<file path="src/rtl/rv32i_types_pkg.sv">
// Shared RV32I machine-mode types: recovery sequencer states, event kinds and
// exception cause codes.
package rv32i_types_pkg;

  typedef enum logic [2:0] {
    IDLE     = 3'd0,
    DRAIN    = 3'd1,
    FLUSH    = 3'd2,
    CFLUSH   = 3'd3,
    REDIRECT = 3'd4
  } trap_state_t;

  typedef enum logic [1:0] {
    TK_EXC    = 2'd0,
    TK_INTR   = 2'd1,
    TK_RET    = 2'd2,
    TK_IFENCE = 2'd3
  } trap_kind_t;

  localparam logic [31:0] EXC_INSN_MISALIGNED  = 32'd0;
  localparam logic [31:0] EXC_INSN_FAULT       = 32'd1;
  localparam logic [31:0] EXC_ILLEGAL_INSN     = 32'd2;
  localparam logic [31:0] EXC_BREAKPOINT       = 32'd3;
  localparam logic [31:0] EXC_LOAD_MISALIGNED  = 32'd4;
  localparam logic [31:0] EXC_LOAD_FAULT       = 32'd5;
  localparam logic [31:0] EXC_STORE_MISALIGNED = 32'd6;
  localparam logic [31:0] EXC_STORE_FAULT      = 32'd7;
  localparam logic [31:0] EXC_ECALL_M          = 32'd11;

  // Only exceptions and interrupts write mcause/mtval/mepc.
  function automatic logic is_trap(input trap_kind_t kind);
    return (kind == TK_EXC) || (kind == TK_INTR);
  endfunction

endpackage

</file>
<file path="src/rtl/trap_cause_encoder.sv">
// Priority encoder for the ROB-head event: picks the single winning event and
// produces its mcause, mtval and kind.
module trap_cause_encoder
  import rv32i_types_pkg::*;
(
  input  logic        fault_insn,
  input  logic        mal_insn,
  input  logic        illegal_insn,
  input  logic        breakpoint,
  input  logic        env_m,
  input  logic        fault_l,
  input  logic        mal_l,
  input  logic        fault_s,
  input  logic        mal_s,
  input  logic        intr,
  input  logic [3:0]  intr_cause,
  input  logic        ret,
  input  logic        ifence,
  input  logic [31:0] epc,
  input  logic [31:0] badaddr_d,
  input  logic [31:0] badaddr_i,
  output logic        valid,
  output trap_kind_t  kind,
  output logic [31:0] cause,
  output logic [31:0] tval
);

  // Fixed-priority selection; lower-priority simultaneous events are dropped.
  always_comb begin
    valid = 1'b1;
    kind  = TK_EXC;
    cause = 32'd0;
    tval  = 32'd0;
    if (breakpoint) begin
      cause = EXC_BREAKPOINT;
      tval  = epc;
    end else if (fault_insn) begin
      cause = EXC_INSN_FAULT;
      tval  = badaddr_i;
    end else if (mal_insn) begin
      cause = EXC_INSN_MISALIGNED;
      tval  = badaddr_i;
    end else if (illegal_insn) begin
      cause = EXC_ILLEGAL_INSN;
    end else if (env_m) begin
      cause = EXC_ECALL_M;
    end else if (mal_l) begin
      cause = EXC_LOAD_MISALIGNED;
      tval  = badaddr_d;
    end else if (mal_s) begin
      cause = EXC_STORE_MISALIGNED;
      tval  = badaddr_d;
    end else if (fault_l) begin
      cause = EXC_LOAD_FAULT;
      tval  = badaddr_d;
    end else if (fault_s) begin
      cause = EXC_STORE_FAULT;
      tval  = badaddr_d;
    end else if (intr) begin
      kind  = TK_INTR;
      cause = {1'b1, 27'd0, intr_cause};
    end else if (ret) begin
      kind = TK_RET;
    end else if (ifence) begin
      kind = TK_IFENCE;
    end else begin
      valid = 1'b0;
    end
  end

endmodule

</file>
<file path="src/rtl/ooo_trap_flush_sequencer.sv">
// Commit-side recovery sequencer: freezes commit on a ROB-head event, drains,
// flushes stages (and caches for fence.i), then redirects fetch.
module ooo_trap_flush_sequencer
  import rv32i_types_pkg::*;
#(
  parameter int FLUSH_CYCLES  = 2,
  parameter int DRAIN_TIMEOUT = 64
) (
  input  logic        CLK,
  input  logic        RST,
  input  logic        fault_insn,
  input  logic        mal_insn,
  input  logic        illegal_insn,
  input  logic        breakpoint,
  input  logic        env_m,
  input  logic        fault_l,
  input  logic        mal_l,
  input  logic        fault_s,
  input  logic        mal_s,
  input  logic        intr,
  input  logic [3:0]  intr_cause,
  input  logic        ret,
  input  logic        ifence,
  input  logic [31:0] epc,
  input  logic [31:0] badaddr_d,
  input  logic [31:0] badaddr_i,
  input  logic [31:0] mtvec,
  input  logic [31:0] mepc,
  input  logic        d_mem_busy,
  input  logic        i_mem_busy,
  input  logic        busy_du,
  input  logic        busy_mu,
  input  logic        dflushed,
  input  logic        iflushed,
  output logic        pc_en,
  output logic        ex_comm_flush,
  output logic        ex_mem_flush,
  output logic        id_ex_flush,
  output logic        if_id_flush,
  output logic        ifence_flush,
  output logic        insert_priv_pc,
  output logic [31:0] priv_pc,
  output logic        intr_taken,
  output logic [31:0] trap_cause,
  output logic [31:0] trap_tval,
  output logic [31:0] trap_epc,
  output logic        drain_timeout
);

  localparam logic [7:0] DRAIN_LAST = 8'(DRAIN_TIMEOUT - 1);
  localparam logic [7:0] FLUSH_LAST = 8'(FLUSH_CYCLES - 1);

  trap_state_t state_r, next_s;
  trap_kind_t  kind_r, enc_kind_s;
  logic [7:0]  cnt_r;
  logic        event_s, busy_s, timeout_hit_s;
  logic [31:0] enc_cause_s, enc_tval_s, target_s, base_s;
  logic [31:0] cause_r, tval_r, epc_r, target_r;
  logic        stage_flush_r, ifence_flush_r, insert_r, intr_taken_r, drain_timeout_r;
  logic [31:0] priv_pc_r, trap_cause_r, trap_tval_r, trap_epc_r;

  trap_cause_encoder u_enc (
    .fault_insn   (fault_insn),
    .mal_insn     (mal_insn),
    .illegal_insn (illegal_insn),
    .breakpoint   (breakpoint),
    .env_m        (env_m),
    .fault_l      (fault_l),
    .mal_l        (mal_l),
    .fault_s      (fault_s),
    .mal_s        (mal_s),
    .intr         (intr),
    .intr_cause   (intr_cause),
    .ret          (ret),
    .ifence       (ifence),
    .epc          (epc),
    .badaddr_d    (badaddr_d),
    .badaddr_i    (badaddr_i),
    .valid        (event_s),
    .kind         (enc_kind_s),
    .cause        (enc_cause_s),
    .tval         (enc_tval_s)
  );

  // Redirect target; vectored mode offsets interrupts only.
  always_comb begin
    base_s   = {mtvec[31:2], 2'b00};
    target_s = base_s;
    case (enc_kind_s)
      TK_RET:    target_s = mepc;
      TK_IFENCE: target_s = epc + 32'd4;
      TK_INTR: begin
        if (mtvec[1:0] == 2'b01) begin
          target_s = base_s + {26'd0, enc_cause_s[3:0], 2'b00};
        end else begin
          target_s = base_s;
        end
      end
      default:   target_s = base_s;
    endcase
  end

  // Next-state logic and the combinational commit freeze.
  always_comb begin
    next_s        = state_r;
    timeout_hit_s = 1'b0;
    busy_s        = d_mem_busy | i_mem_busy | busy_du | busy_mu;
    pc_en         = (state_r == IDLE) && !event_s;
    case (state_r)
      IDLE: begin
        if (event_s) next_s = DRAIN;
        else         next_s = IDLE;
      end
      DRAIN: begin
        if (!busy_s) begin
          next_s = FLUSH;
        end else if (cnt_r == DRAIN_LAST) begin
          next_s        = FLUSH;
          timeout_hit_s = 1'b1;
        end else begin
          next_s = DRAIN;
        end
      end
      FLUSH: begin
        if (cnt_r == FLUSH_LAST) next_s = (kind_r == TK_IFENCE) ? CFLUSH : REDIRECT;
        else                     next_s = FLUSH;
      end
      CFLUSH: begin
        if (dflushed && iflushed) next_s = REDIRECT;
        else                      next_s = CFLUSH;
      end
      REDIRECT: next_s = IDLE;
      default:  next_s = IDLE;
    endcase
  end

  // State, capture and registered outputs; outputs are decoded from next_s so
  // they line up with the state they belong to.
  always_ff @(posedge CLK) begin
    if (RST) begin
      state_r         <= IDLE;
      cnt_r           <= 8'd0;
      kind_r          <= TK_EXC;
      cause_r         <= 32'd0;
      tval_r          <= 32'd0;
      epc_r           <= 32'd0;
      target_r        <= 32'd0;
      stage_flush_r   <= 1'b0;
      ifence_flush_r  <= 1'b0;
      insert_r        <= 1'b0;
      intr_taken_r    <= 1'b0;
      drain_timeout_r <= 1'b0;
      priv_pc_r       <= 32'd0;
      trap_cause_r    <= 32'd0;
      trap_tval_r     <= 32'd0;
      trap_epc_r      <= 32'd0;
    end else begin
      state_r <= next_s;
      if (next_s != state_r) begin
        cnt_r <= 8'd0;
      end else if ((state_r == DRAIN) || (state_r == FLUSH)) begin
        cnt_r <= cnt_r + 8'd1;
      end
      if ((state_r == IDLE) && event_s) begin
        kind_r   <= enc_kind_s;
        cause_r  <= enc_cause_s;
        tval_r   <= enc_tval_s;
        epc_r    <= epc;
        target_r <= target_s;
      end
      drain_timeout_r <= drain_timeout_r | timeout_hit_s;
      stage_flush_r   <= (next_s == FLUSH);
      ifence_flush_r  <= (next_s == CFLUSH);
      insert_r        <= (next_s == REDIRECT);
      intr_taken_r    <= (next_s == REDIRECT) && is_trap(kind_r);
      if (next_s == REDIRECT) begin
        priv_pc_r <= target_r;
        if (is_trap(kind_r)) begin
          trap_cause_r <= cause_r;
          trap_tval_r  <= tval_r;
          trap_epc_r   <= epc_r;
        end
      end
    end
  end

  assign ex_comm_flush  = stage_flush_r;
  assign ex_mem_flush   = stage_flush_r;
  assign id_ex_flush    = stage_flush_r;
  assign if_id_flush    = stage_flush_r;
  assign ifence_flush   = ifence_flush_r;
  assign insert_priv_pc = insert_r;
  assign priv_pc        = priv_pc_r;
  assign intr_taken     = intr_taken_r;
  assign trap_cause     = trap_cause_r;
  assign trap_tval      = trap_tval_r;
  assign trap_epc       = trap_epc_r;
  assign drain_timeout  = drain_timeout_r;

endmodule

</file>
<file path="config.mk">
export PLATFORM = sky130hd
export DESIGN_NAME = ooo_trap_flush_sequencer
export DESIGN_NICKNAME = d
export VERILOG_FILES = /design/src/rtl/rv32i_types_pkg.sv /design/src/rtl/trap_cause_encoder.sv /design/src/rtl/ooo_trap_flush_sequencer.sv
export SDC_FILE = /design/constraint.sdc
export NUM_CORES = 1
export LEC_CHECK = 0
export BUFFER_PORTS_ARGS = -buffer_cell sky130_fd_sc_hd__buf_4
export CORE_ASPECT_RATIO = 0.75
export CORE_MARGIN = 2
export CORE_UTILIZATION = 26
export CTS_BUF_LIST = sky130_fd_sc_hd__clkbuf_8
export DETAILED_ROUTE_END_ITERATION = 8
export PLACE_DENSITY = 0.46
export SLEW_MARGIN = 10
export SYNTH_ARGS = -nofsm -noshare
export SYNTH_HDL_FRONTEND = slang
export SYNTH_SLANG_ARGS = --single-unit
</file>
<file path="constraint.sdc">
create_clock -name CLK -period 6.47 [get_ports CLK]
set_clock_uncertainty 0.1 [all_clocks]
set_input_delay 0.3235 -clock CLK [delete_from_list [all_inputs] [get_ports CLK]]
set_output_delay 0.3235 -clock CLK [all_outputs]
set_load 0.005 [all_outputs]
</file>
==> reports/metrics.csv, run 1 <==
stage;metric;value;unit
clock_tree;CTS tree;built;
finish;most common cell after layout, fill and taps aside;nand2_1;
detailed_routing;average wire per standard cell;21.0;um
detailed_routing;First-pass DRT Iterations;8;
global_route;number of global-route vias before repair;10521;
global_route;gr ovfl total;0;
clock_tree;insertion delay to the later sink of the worst-skew pair;0.55;ns
critical_path;crit end category;flip-flop;
placement;gpl congestion;0.899;
synthesis;register area share after synthesis;41.1;%
sta;RSZ-0062 raised after global routing;false;
floorplanning;die area;0.0428;mm2
synthesis;cell count after synthesis;1376;
sta;Worst Tran Pin Value;1.17;ns
finish;Non-Filler Instances;2222;
critical_path;Critical Path RT;6.87;ns
clock_tree;Inserted Clock Buffers;41;
power_and_ir_drop;VDD IR max;94.2;uV
global_route;first-pass GRT wire length;68200;um
floorplanning;Die W;238;um
power_and_ir_drop;P per Cell Area;232;mW/mm2
floorplanning;Rows;64;
floorplanning;num ports;321;
synthesis;register bit total from synthesis;220;
run_status;status;finished clean;
placement;IO Port Bufs;293;
synthesis;Yosys Warn Count;0;
synthesis;Top FF cell, synth;dfxtp_1;
clock_tree;CTS max path bufs;3;
detailed_routing;Final ANT Viol Nets;0;
global_route;initial antenna violation count;2;
critical_path;CP Data Arrival Time;3.96;ns
synthesis;Post-synth EDFFs;0;
synthesis;netlist area before placement;0.0107;mm2
detailed_routing;met1 wire length;21600;um
power_and_ir_drop;total power;0.00336;W
floorplanning;core box area;0.0407;mm2
sta;crit share post-route;55.0;%
detailed_routing;met3 wire length;3300;um
global_route;pin count of the biggest net entering global routing;101;
sta;Hold Slack;0.0370;ns
critical_path;CP Class;input port to flip-flop;
finish;P&R area growth vs syn;35.1;%
finish;final non-filler cell area;0.0145;mm2
placement;Area after DPL;0.0132;mm2
detailed_routing;DRC errors left;0;
floorplanning;chip height;180;um
clock_tree;clk root buf;clkbuf_8;
synthesis;Synth cell types;72;
detailed_routing;top layer in use;met4;
clock_tree;Resize count post-CTS;0;
placement;hpwl dp;33700;um
sta;final setup violation count;0;
sta;Final min period;3.56;ns
sta;Final Hold Fails;0;
clock_tree;H-tree depth;2;
floorplanning;Initial Util;26.3;%
sta;setup_tns;0;ns
finish;Layout Nets;1852;
placement;Placed Cells incl. Taps;2104;
run;maxcap violations;0;
sta;count of pins over their slew limit;0;
global_route;Total GRT Usage;20.9;%
detailed_routing;Via Count;11322;
critical_path;largest fanout on the critical path;37;
detailed_routing;routed wl met2;20300;um
detailed_routing;drt initial violations;1019;
critical_path;Startpoint Class;input port;
power_and_ir_drop;Leak;5.66;nW
finish;layout cells sized above 1;23.7;%
clock_tree;Clock Sinks;220;
sta;max frequency;281;MHz
sta;Worst slew margin;21.6;%
detailed_routing;routed wire length;46600;um
synthesis;ys async rst share;0;%
detailed_routing;via density per instance;5.10;
clock_tree;Reg clk slew, reported paths;0.06;ns
synthesis;Mean Syn Cell Area;7.78;um2
finish;most frequent cells in the layout;nand2_1, buf_4, dfxtp_1;
min_path;hold crit path type;input port to flip-flop;
final timing paths:
kind | start | endpoint | slack (ns) | cells past startpoint
setup / recovery | breakpoint | target_r[20] | 2.91 | 12
hold / removal | mtvec[21] | target_r[21] | 0.04 | 3
setup reg to reg | cnt_r[0] | trap_epc[11] | 3.18 | 8
hold reg to reg | epc_r[23] | trap_epc[23] | 0.35 | 2
sequential cells by signal, indices dropped and copies added (netlist names):
name,flops
cnt_r,8
ex_comm_flush,1
trap_tval,32
trap_cause,5
insert_priv_pc,1
priv_pc,32
tval_r,32
target_r,32
state_r,3
ifence_flush,1
trap_epc,32
epc_r,32
cause_r,5
intr_taken,1
kind_r,2
drain_timeout,1
cell families (layout without fill, tap and decap cells):
kind of cell | Yosys count | count (layout) | synth area share [%]
muxes | 2 | 2 | 0.199
adders and majority gates | 8 | 8 | 1.00
DFF | 220 | 220 | 41.1
AOI/OAI and AO/OA | 370 | 370 | 22.4
xor gates and xnor gates | 48 | 48 | 3.93
buffers and inverters | 150 | 440 | 6.95
and+or+nand+nor | 577 | 577 | 24.3
other | 1 | 29 | 0.0350
where the power goes:
group | internal [W] | switching, W
Sequential | 0.00141 | 0.0000343
Clock | 0.000840 | 0.000623
Combinational | 0.000188 | 0.000267
Total | 0.00244 | 0.000924
layout make-up:
cell class / instances / area (um2)
fillers: 4320 / 26200
multi-input cells: 1032 / 5710
flip-flops and latches: 220 / 4400
repair buffers: 352 / 2750
clock buffers: 55 / 757
well taps: 528 / 661
clock inverters: 20 / 139
inverters: 13 / 48.8
diodes: 2 / 5.00
per-stage QoR:
stage / utilization [%] / worst slack [ns]
after floorplan: - / 3.30
after global placement: 32.4 / 2.87
after detailed placement: 32.4 / 2.82
after CTS: 35.6 / 2.97
after global routing: 35.6 / 2.66
final: 35.6 / 2.91
worst max-delay path, cell delays in order:
cell	delay, ns
buf_4	0.25
nor2_4	0.74
a21oi_1	0.23
fa_1	0.50
a211oi_1	0.35
nor4_1	0.09
buf_4	0.21
and4_1	0.21
nor3_1	0.17
a221oi_2	0.06
o31ai_1	0.22
dlygate4sd3_1	0.57
repair_timing:
action                                  CTS  global route
hold endpoints to repair                 38             0
endpoints found under the setup margin    0             0
hold buffers                             41             0
setup buffers                             0             0
cells in the mapped netlist (all sizes together), types with 6 or more instances:
cell,number,share of area [%]
nand2,332,12
or4,8,0.60
nand4,25,1.5
and4,7,0.57
a2bb2oi,6,0.49
a211oi,37,2.6
o211ai,8,0.56
xnor2,28,2.3
nor2,94,3.3
buf,65,4.0
a21oi,181,8.5
dfxtp,220,41
xor2,20,1.6
nor3,31,1.6
inv,12,0.42
nand3,26,1.2
o221ai,6,0.49
o21ai,35,1.6
and3,11,0.64
nor4,24,2.0
o31ai,9,0.63
a221oi,11,0.96
clkbuf,72,2.5
a222oi,33,3.1
ha,7,0.82
per-layer routing:
layer | vias up | GRT usage, %
met5 | - | 0
met4 | 0 | 6.65
met3 | 83 | 4.50
met2 | 428 | 31.2
met1 | 5384 | 29.9
li1 | 5427 | -
Power figures use the tool's default switching activity.
==> run 2: changes to the inputs <==
- clock period: 6.47 -> 3.5 ns (I/O delays scaled with it)
==> reports/metrics.csv, run 2 (synthesis gave the netlist of run 1 again) <==
stage;metric;value;unit;change
finish;Layout Nets;1991;;+7.5%
floorplanning;die area;0.0428;mm2;unchanged
power_and_ir_drop;sw frac;27.7;%;+0.19 points
power_and_ir_drop;clock share of power;41.1;%;-2.4 points
floorplanning;chip height;180;um;unchanged
sta;RSZ-0062 raised after global routing;true;;
run_status;status;finished clean;;
sta;Final Hold Fails;0;;unchanged
global_route;initial antenna violation count;4;;+2
detailed_routing;First-pass DRT Iterations;6;;-2
detailed_routing;Final ANT Viol Nets;0;;unchanged
global_route;Total GRT Usage;21.6;%;+0.75 points
critical_path;worst reg2reg setup slack;0.29;ns;-2.89 ns
placement;IO Port Bufs;293;;unchanged
detailed_routing;DRC errors left;0;;unchanged
sta;max frequency;294;MHz;
global_route;gr ovfl total;0;;unchanged
placement;hpwl dp;34300;um;+1.9%
critical_path;Reg2Reg Depth;7;;-1
sta;Final min period;3.40;ns;
global_route;number of global-route vias before repair;11455;;+8.9%
finish;Non-Filler Instances;2357;;+6.1%
critical_path;crit end category;flip-flop;;
critical_path;critical-path cell list;dlygate4sd3_1 -> buf_6 -> clkinv_1 -> o31ai_1 -> a211o_1 -> ha_4 -> fa_1 -> a211oi_1 -> buf_4 -> or4_1 -> or4_1 -> nand3_1 -> o211ai_1 -> o211ai_1 -> dlygate4sd3_1;;
critical_path;Slowest-stage cell, CP;dlygate4sd3_1;;
power_and_ir_drop;Combinational Power Share;16.0;%;+2.5 points
detailed_routing;drt initial violations;911;;-11%
min_path;hold crit path type;input port to flip-flop;;
finish;most common cell after layout, fill and taps aside;nand2_1;;
critical_path;CP Class;input port to flip-flop;;
sta;Worst Tran Pin Value;1.06;ns;-0.102 ns
min_path;worst hold path depth;3;;unchanged
power_and_ir_drop;sequential share of power;43.0;%;about the same
clock_tree;CTS max path bufs;3;;unchanged
detailed_routing;via density per instance;5.02;;-1.5%
clock_tree;CTS tree;built;;
finish;P&R area growth vs syn;47.6;%;
power_and_ir_drop;VDD IR max;249;uV;+160%
global_route;first-pass GRT wire length;71300;um;+4.6%
clock_tree;Reg clk slew, reported paths;0.06;ns;about the same
detailed_routing;average wire per standard cell;20.3;um;-3.3%
critical_path;Largest delay share family, worst path;buffers and inverters;;
floorplanning;Die W;238;um;unchanged
critical_path;max incr delay on CP;0.57;ns;-0.17 ns
run;maxcap violations;0;;unchanged
critical_path;CP startpoint;env_m;;
placement;Placed Cells incl. Taps;2128;;+1.1%
critical_path;worst r2r dst;target_r[25];;
clock_tree;H-tree depth;2;;unchanged
critical_path;Critical Path RT;3.91;ns;-2.96 ns
clock_tree;insertion delay to the later sink of the worst-skew pair;0.57;ns;+0.02 ns
min_path;Worst Hold End;tval_r[28];;
critical_path;largest fanout on the critical path;3;;-92%
sta;Worst slew margin;28.4;%;+6.7 points
clock_tree;Inserted Clock Buffers;40;;-2.4%
detailed_routing;routed wire length;47800;um;+2.6%
floorplanning;num ports;321;;unchanged
sta;count of pins over their slew limit;0;;unchanged
critical_path;Reg-to-Reg Start;state_r[0];;
finish;most frequent cells in the layout;nand2_1, buf_4, dfxtp_1;;
floorplanning;core box area;0.0407;mm2;unchanged
critical_path;Worst Path Buf+Inv;5;;+2
power_and_ir_drop;Internal Power;0.00450;W;+84%
finish;layout cells sized above 1;23.3;%;-0.44 points
global_route;pin count of the biggest net entering global routing;174;;+72%
clock_tree;clk root buf;clkbuf_8;;
critical_path;Startpoint Class;input port;;
finish;fin util;38.9;%;+3.3 points
sta;final setup violation count;0;;unchanged
detailed_routing;Via Count;11833;;+4.5%
critical_path;CP Data Arrival Time;3.81;ns;-0.15 ns
power_and_ir_drop;Leak;6.23;nW;+10%
power_and_ir_drop;P per Cell Area;393;mW/mm2;+69%
min_path;Hold Startpoint;badaddr_i[28];;
floorplanning;Initial Util;26.3;%;unchanged
placement;gpl congestion;0.905;;+0.69%
power_and_ir_drop;Psw;0.00172;W;+86%
sta;crit share post-route;97.1;%;
clock_tree;Clock Sinks;220;;unchanged
floorplanning;Rows;64;;unchanged
-- run 2: how the worst max path moves through the flow --
| stage | to | cells past startpoint |
|---|---|---|
| finish | target_r[14] | 15 |
| CTS | target_r[14] | 15 |
| global placement | target_r[30] | 12 |
| detailed placement | target_r[30] | 12 |
| global route | target_r[10] | 14 |
| floorplan | target_r[30] | 12 |
-- run 2: final cells by class --
class	count	area, um2
fill	4309	24900
multi-input combinational	1032	5740
sequential	220	4400
timing repair buffer	492	4130
clock buffer	53	729
tap	528	661
clock inverter	17	96.3
inverter	13	48.8
antenna	2	5.00
-- run 2: power groups by stage --
stage | Clock (W) | Sequential [W] | Combinational, W
floorplan | 0 | 0.00270 | 0.000437
global placement | 0 | 0.00272 | 0.000813
detailed placement | 0 | 0.00272 | 0.000818
CTS | 0.00264 | 0.00267 | 0.000979
global route | 0.00275 | 0.00268 | 0.00107
finish | 0.00255 | 0.00267 | 0.000993
-- run 2: repair_timing --
| action | in CTS | in global routing |
|---|---|---|
| setup endpoints to repair | 0 | 11 |
| hold buffers | 156 | 0 |
| setup buffers | 0 | 1 |
| gates resized for setup | 0 | 9 |
| hold endpoints to repair | 102 | 0 |
-- run 2: worst register-to-register path, delay by kind of cell, from the launching register on --
family,cells,cell delay (ns)
buf+inv,2,0.80
compound gates,3,1.04
simple gates,2,0.77
flops,1,0.38
-- run 2: per-stage QoR --
step	hold slack (ns)	setup slack, ns	instance area [um2]	setup TNS [ns]	total power (W)
finish	0.0366	0.102	15800	0	0.00622
global placement	0.332	0.0267	13400	0	0.00354
CTS	0.0000401	0.0239	15800	0	0.00628
detailed placement	0.335	-0.0269	13400	-0.0269	0.00354
global route	0.00656	-0.0488	15800	-0.0512	0.00650
floorplan	0.211	0.476	10800	0	0.00314
-- run 2: per-layer routing --
metal	vias up	part of all wire (%)	GRT usage, %
li1	5710	-	-
met1	5635	46	29.6
met2	416	44	33.3
met3	70	7.6	5.61
met4	2	2.4	6.60
met5	-	0.017	0
